[src/rtl/enigma_sequencer.sv]
// Enigma letter sequencer: holds rotor config, steps rotors, runs 7 passes through a shared LUT.
// Latency: 9 cycles from letter acceptance to char_valid_out with a zero-wait LUT, plus 1 per LUT wait cycle.
// Backpressure: LUT request fields are held until lut_valid_in; new pulses are dropped while busy_out is high.
module enigma_sequencer #(
  parameter logic [34:0] NOTCH_PACKED = {5'd25, 5'd25, 5'd25, 5'd9, 5'd21, 5'd4, 5'd16},
  parameter logic [2:0]  REFLECTOR_ID = 3'd7
) (
  input  logic        clk_in,
  input  logic        rst_in,
  input  logic        rotor_valid_in,
  input  logic [8:0]  rotor_select_in,
  input  logic [14:0] rotor_initial_in,
  input  logic        letter_valid_in,
  input  logic [4:0]  char_in,
  output logic        lut_req_out,
  output logic [2:0]  lut_rotor_out,
  output logic        lut_dir_out,
  output logic [4:0]  lut_char_out,
  input  logic        lut_valid_in,
  input  logic [4:0]  lut_char_in,
  output logic [4:0]  char_out,
  output logic        char_valid_out,
  output logic        busy_out,
  output logic [14:0] positions_out
);

  localparam logic [1:0] IDLE   = 2'd0;
  localparam logic [1:0] STEP   = 2'd1;
  localparam logic [1:0] LOOKUP = 2'd2;
  localparam logic [1:0] DONE   = 2'd3;

  logic [1:0] state;
  logic [2:0] pass;
  logic [2:0] sel_l, sel_m, sel_r;
  logic [4:0] pos_l, pos_m, pos_r;
  logic [4:0] cur;
  logic [4:0] char_q;
  logic       valid_q;

  logic [2:0] pass_rotor;
  logic       pass_dir;
  logic [4:0] pass_pos;
  logic [4:0] fwd_char;
  logic [4:0] back_char;
  logic       right_at_notch;
  logic       mid_at_notch;
  logic       in_lookup;

  // Turnover position for a rotor id; id 7 never carries a rotor, treated as Z.
  function automatic logic [4:0] notch_of(input logic [2:0] id);
    logic [39:0] ext;
    ext = {5'd25, NOTCH_PACKED};
    return ext[{3'b000, id} * 6'd5 +: 5];
  endfunction

  // Reduce a 0..51 value into 0..25.
  function automatic logic [4:0] mod26(input logic [5:0] v);
    logic [5:0] r;
    r = (v >= 6'd26) ? (v - 6'd26) : v;
    return r[4:0];
  endfunction

  function automatic logic [4:0] inc26(input logic [4:0] v);
    return (v >= 5'd25) ? 5'd0 : (v + 5'd1);
  endfunction

  // Select rotor, direction and offset for the current pass; reflector uses no offset.
  always_comb begin
    pass_rotor = sel_r;
    pass_dir   = 1'b0;
    pass_pos   = pos_r;
    case (pass)
      3'd0: begin pass_rotor = sel_r;        pass_pos = pos_r; pass_dir = 1'b0; end
      3'd1: begin pass_rotor = sel_m;        pass_pos = pos_m; pass_dir = 1'b0; end
      3'd2: begin pass_rotor = sel_l;        pass_pos = pos_l; pass_dir = 1'b0; end
      3'd3: begin pass_rotor = REFLECTOR_ID; pass_pos = 5'd0;  pass_dir = 1'b0; end
      3'd4: begin pass_rotor = sel_l;        pass_pos = pos_l; pass_dir = 1'b1; end
      3'd5: begin pass_rotor = sel_m;        pass_pos = pos_m; pass_dir = 1'b1; end
      default: begin pass_rotor = sel_r;     pass_pos = pos_r; pass_dir = 1'b1; end
    endcase
    fwd_char  = mod26({1'b0, cur} + {1'b0, pass_pos});
    back_char = mod26({1'b0, lut_char_in} + 6'd26 - {1'b0, pass_pos});
  end

  assign right_at_notch = (pos_r == notch_of(sel_r));
  assign mid_at_notch   = (pos_m == notch_of(sel_m));
  assign in_lookup      = (state == LOOKUP);

  assign lut_req_out    = in_lookup;
  assign lut_rotor_out  = in_lookup ? pass_rotor : 3'd0;
  assign lut_dir_out    = in_lookup ? pass_dir : 1'b0;
  assign lut_char_out   = in_lookup ? fwd_char : 5'd0;
  assign busy_out       = (state != IDLE);
  assign positions_out  = {pos_l, pos_m, pos_r};
  assign char_out       = char_q;
  assign char_valid_out = valid_q;

  // Sequencer FSM: config/letter capture, rotor stepping, LUT pass scheduling, result emission.
  always_ff @(posedge clk_in) begin
    if (rst_in) begin
      state   <= IDLE;
      pass    <= 3'd0;
      sel_l   <= 3'd0;
      sel_m   <= 3'd1;
      sel_r   <= 3'd2;
      pos_l   <= 5'd0;
      pos_m   <= 5'd0;
      pos_r   <= 5'd0;
      cur     <= 5'd0;
      char_q  <= 5'd0;
      valid_q <= 1'b0;
    end else begin
      valid_q <= 1'b0;
      case (state)
        IDLE: begin
          if (rotor_valid_in) begin
            sel_l <= rotor_select_in[8:6];
            sel_m <= rotor_select_in[5:3];
            sel_r <= rotor_select_in[2:0];
            pos_l <= rotor_initial_in[14:10];
            pos_m <= rotor_initial_in[9:5];
            pos_r <= rotor_initial_in[4:0];
          end
          if (letter_valid_in && (char_in <= 5'd25)) begin
            cur   <= char_in;
            state <= STEP;
          end
        end
        STEP: begin
          // Middle also steps when it sits on its own notch: the double step.
          pos_r <= inc26(pos_r);
          if (right_at_notch || mid_at_notch) pos_m <= inc26(pos_m);
          if (mid_at_notch) pos_l <= inc26(pos_l);
          pass  <= 3'd0;
          state <= LOOKUP;
        end
        LOOKUP: begin
          if (lut_valid_in) begin
            cur <= back_char;
            if (pass == 3'd6) begin
              state <= DONE;
            end else begin
              pass <= pass + 3'd1;
            end
          end
        end
        default: begin
          char_q  <= cur;
          valid_q <= 1'b1;
          state   <= IDLE;
        end
      endcase
    end
  end

endmodule

[config.mk]
export PLATFORM = sky130hd
export DESIGN_NAME = enigma_sequencer
export DESIGN_NICKNAME = d
export VERILOG_FILES = /design/src/rtl/enigma_sequencer.sv
export SDC_FILE = /design/constraint.sdc
export NUM_CORES = 1
export LEC_CHECK = 0
export CORE_MARGIN = 4
export CORE_UTILIZATION = 56
export CTS_CLUSTER_DIAMETER = 60
export DETAILED_ROUTE_END_ITERATION = 12
export MAX_ROUTING_LAYER = met4
export PLACE_DENSITY = 0.86
export SLEW_MARGIN = 20
export SYNTH_ARGS = -nofsm -noshare
export SYNTH_HDL_FRONTEND = slang
export SYNTH_SLANG_ARGS = --single-unit
[constraint.sdc]
create_clock -name clk_in -period 8.66 [get_ports clk_in]
set_input_delay 1.732 -clock clk_in [delete_from_list [all_inputs] [get_ports clk_in]]
set_output_delay 1.732 -clock clk_in [all_outputs]
set_load 0.02 [all_outputs]
== Yosys cells after proc, flatten, opt, wreduce, memory -nomap -nowiden ==
Index checks and enable logic that the tools add are counted.
W data, S select, Z words.
Storage, ports and cells
  flip-flop bits (word level): 40
  bits in latches: 0
  memory bits (writable): 0
  memory bits (read-only): 0
  input bits: 39
  output and inout port bits: 32
  word-level logic and storage cells: 96
  memories kept: 0
Cells by class
  $add $sub $neg: 9
  $mul: 2
  divide/modulo/power cells: 0
  order comparisons: 6
  equality and inequality tests: 17
  shift operators: 2
  mux-type cells: 30
  bitwise gates (word level): 0
  reductions and logical operators: 19
Operators with widths (count)
  $shiftx A40 B7 Y5 const A: 2
  $mux W5: 13
  $pmux W5 S2: 4
  $add A5 B1 Y5 const B: 3
  $ge A5 B5 Y1 const B: 3
  $pmux W5 S3: 1
  $reduce_and A3 Y1: 5
  $ge A6 B5 Y1 const B: 2
  $mul A3 B3 Y6 const B: 2
  $ne A2 B2 Y1 const B: 6
  $eq A5 B5 Y1: 2
  $sub A5 B5 Y5 const B: 2
  $eq A3 B3 Y1 const B: 3
  $mux W3: 3
  $pmux W3 S3: 1
  $reduce_bool A2 Y1: 4
  $add A5 B5 Y6: 1
  $add A5 B5 Y6 const B: 1
  $eq A3 B2 Y1 const B: 2
  $mux W2: 3
  $pmux W2 S3: 1
  $pmux W3 S2: 1
  $sub A6 B5 Y6: 1
  $le A5 B5 Y1 const B: 1
  14 further kinds: 18

== Longest topological paths before layout ==
  word-level depth: 8
  mapped depth: 15

== Least setup slack after synthesis ==
OpenSTA, ideal clock, no wires.
  path kind: flip-flop to output port
  start: reg pass[0]
  end: out lut_char_out[3]
  arrival time: 3.411 ns
  data required time: 6.928 ns
  path slack: 3.517 ns
  stages on the path, launching flop included: 13
  path buffers: 0
  cells stage by stage: dfxtp_1 -> inv_1 -> ha_1 -> mux2_2 -> a222oi_1 -> inv_1 -> ha_1 -> fa_1 -> a21o_1 -> a21oi_1 -> xor2_1 -> o41a_1 -> o31ai_1
On the way
  cells in the longest elaborated chain, start to end: 7
  elaborated cells on any way between the ends: 13
Ends and longest elaborated chain
  start: declaration: line 33  | logic [2:0] pass;
  start signal: assignment: line 143  | pass <= pass + 3'd1;
  $eq A3 B3 Y1 (tied with other cells): line 72  | case (pass)
  $reduce_or A2 Y1 (no source line)
  $pmux W5 S3 (*): line 72
  $add A5 B5 Y6 (*): line 81  | fwd_char = mod26({1'b0, cur} + {1'b0, pass_pos});
  $sub A5 B5 Y5 or $ge A6 B5 Y1 (tied branches): line 59  | r = (v >= 6'd26) ? (v - 6'd26) : v;
  $mux W5 (*): line 59
  $mux W5 (*): line 92  | assign lut_char_out = in_lookup ? fwd_char : 5'd0;
  end: declaration: line 18  | output logic [4:0] lut_char_out,
Every way passes the cells marked *; elsewhere a longest branch is shown, timed or not.

== Worst setup path after layout ==
Same ends and word-level chain as after synthesis.

==> results.json <==
{
  "status": "finished, final reports clean",
  "place_inst": 535,
  "r2r_setup_slack_ns": 4.81,
  "power_frac_clock_pct": 9.2,
  "n_fill_cell": 452,
  "drtAntennaViolNets": 0,
  "finClkSkew_ns": 0.0103,
  "crit_chain": "inv_1 -> ha_1 -> mux2_2 -> nor3_1 -> a222oi_1 -> inv_1 -> ha_1 -> fa_1 -> xor2_1 -> inv_1 -> ha_1 -> or4_1 -> o221ai_1 -> o31ai_1 -> clkdlybuf4s50_1",
  "synthTopCellsByArea": "dfxtp_1 24%, ha_1 13%, a21oi_1 4.8%",
  "path_depth": 15,
  "ys_types": 67,
  "fin_tns_setup_ns": 0,
  "cts_sinks": 40,
  "rsz0062_at_grt": "false",
  "cts_inserted_buffers": 5,
  "startpoint": "pass[0]$_SDFFE_PP0P_",
  "coreArea_um2": 5610,
  "critPathTopFamily": "simple AND/OR/NAND/NOR gates",
  "mostFrequentLayoutCells": "70 x clkdlybuf4s50_1, 40 x dfxtp_1, 37 x nand2_1, 35 x ha_1, 34 x inv_1",
  "netlist_area_um2": 3310,
  "post_cts_buffers": 0,
  "pwr-share-seq_pct": 24.4,
  "power.leakage_uw": 0.00166,
  "die_h_um": 84.9,
  "synth_ff_type": "dfxtp_1",
  "whs_path_depth": 2,
  "layout_min_cycle_time_ns": 6.15,
  "gp_congestion": 0.910,
  "p_int_uw": 651,
  "post_drt_wl_per_cell_um": 16.6,
  "grt_pass1_wl_um": 14600,
  "ys_ff_latch": 40,
  "clockRootBuffer": "clkbuf_8",
  "finalPower_uw": 1310,
  "syn_area_per_cell_um2": 8.04,
  "cp-end-kind": "output pin",
  "synth_nets": 488,
  "powerDensity_nw_per_um2": 321,
  "routed_wl_um": 8980,
  "async_flop_share_pct": 0,
  "swShare_pct": 50.2,
  "start_kind": "flop",
  "antenna_found_initial": 0,
  "hold_class": "flop to flop",
  "yosysSeqAreaShare_pct": 24.2,
  "ios": 71,
  "area_delta_synth_final_pct": 23.1,
  "port_buffers": 70,
  "cts_resized": 0,
  "num_vias": 3282,
  "r2r_start": "pass[0]$_SDFFE_PP0P_",
  "crit_fanout": 10,
  "slowest_stage": "or4_1",
  "cp.required_ns": 6.93,
  "drv_cap": 0,
  "drc": 0,
  "cp.arrival_ns": 4.42,
  "cts_max_level": 2,
  "slew_headroom_pct": 41.0,
  "grt_overflow": 0,
  "dieArea_um2": 7210,
  "r2r_end": "cur[1]$_SDFFE_PP0P_",
  "min-delay-start": "sel_l[1]$_SDFFE_PP0P_",
  "grt.total_usage_pct": 25.7,
  "pwr-share-comb_pct": 66.4,
  "layout_commonest_cell": "clkdlybuf4s50_1",
  "cts_buffer_depth": 2,
  "synth-edff-count": 0,
  "slew_violations": 0,
  "hpwl_um": 6900,
  "min_to": "sel_l[1]$_SDFFE_PP0P_",
  "peakVddDrop_mv": 0.222,
  "syn-instance-count": 412,
  "synth_top_area_share_pct": 24.2,
  "layout-drive-gt1-share_pct": 4.68,
  "worst_pin_slew_ns": 0.885,
  "clock_latency_ns": 0.30,
  "worstSetupPathType": "flop to output pin",
  "drt_pre_antenna_iters": 8,
  "final_cells": 542,
  "grt_max_degree": 37,
  "reg2regPathDepth": 15,
  "row_count": 27,
  "ys_warn_count": 0,
  "diodes": 0,
  "drtIter0Drc": 297,
  "post_drt_via_cell_ratio": 6.06,
  "fin_crit_sh_pct": 71.0,
  "yosysTopAreaCell": "dfxtp_1",
  "slowest_delay_ns": 0.54,
  "final_nets": 546,
  "final_hold_viol_count": 0,
  "start_util_pct": 59.1,
  "clkSlewWorstSetupHoldPaths_ns": 0.07,
  "fmax_mhz": 163,
  "grt_pass1_vias": 3148,
  "die_x_um": 84.9,
  "p_sw_uw": 658,
  "cts_hold_buf": 0,
  "path_buf_inv": 4,
  "cts_tree": "built",
  "setup_viol": 0
}
[power by group through the flow]
stage,sequential [uW],combinational [uW],clock (uW)
floorplan,315,633,0
global placement,319,828,0
detailed placement,320,860,0
CTS,317,865,122
global route,327,963,129
finish,320,869,121
[logic make-up after synthesis]
family / Yosys count / share of synthesized area (%)
buf+inv: 56 / 7.36
simple gates: 123 / 18.2
flops: 40 / 24.2
compound gates: 129 / 28.1
xor+xnor: 15 / 3.97
mux: 12 / 3.70
fa+ha+maj: 37 / 14.4
[how the worst max path moves through the flow]
stage,to,slack [ns]
5_1_grt,lut_char_out[3],2.20
3_5_place_dp,lut_char_out[3],2.90
3_3_place_gp,lut_char_out[3],3.06
4_1_cts,lut_char_out[3],2.57
6_report,lut_char_out[3],2.51
2_1_floorplan,lut_char_out[3],3.52
[metal layers]
metal	part of all wire [%]	track usage [%]	vias up
li1	-	-	1608
met1	43	29.6	1527
met2	49	44.7	127
met3	5.8	4.66	20
met4	2.3	9.06	0
met5	0	-	-
[metrics by stage]
step	hold WS, ns	util [%]	setup WS [ns]	area, um2
after floorplan	0.436	-	3.52	3310
after global placement	0.463	71.4	3.06	4000
after detailed placement	0.464	71.4	2.90	4000
after CTS	0.473	72.8	2.57	4080
after global routing	0.493	72.8	2.20	4080
final	0.469	72.8	2.51	4080
[tightest hold or removal path: stages, from the launching register on]
cell,delay [ns]
dfxtp_1,0.32
nand2_1,0.05
a21oi_1,0.05
[flip-flops by register name, summed over array words and instances, names as in the netlist]
signal          count
char_valid_out      1
pos_l               5
sel_m               3
char_out            5
pass                3
sel_r               3
state               2
cur                 5
pos_r               5
pos_m               5
sel_l               3
[Yosys cell counts, types with 4 or more instances]
cell type	count
ha_1	35
inv_1	34
buf_6	4
nor2_1	33
a222oi_1	5
nor3_1	6
nor2b_1	6
dfxtp_1	40
a211oi_1	11
nand3_1	9
o211ai_1	7
a21boi_0	4
a21oi_1	32
nand2_1	37
a21o_1	6
o21ai_1	4
mux2i_1	10
nand3b_1	5
clkbuf_1	12
o21ai_0	19
nand2b_1	5
xor2_1	12
[final cells by class]
| class | count | area [um2] | share of cell area, % |
|---|---|---|---|
| clock buffers | 6 | 72.6 | 1.78 |
| clock inverters | 1 | 5.00 | 0.123 |
| inverters | 36 | 135 | 3.31 |
| multi-input cells | 316 | 2270 | 55.6 |
| flip-flops and latches | 40 | 801 | 19.6 |
| well taps | 72 | 90.1 | 2.21 |
| repair buffers | 71 | 708 | 17.4 |
(Power assumes the default switching activity.)
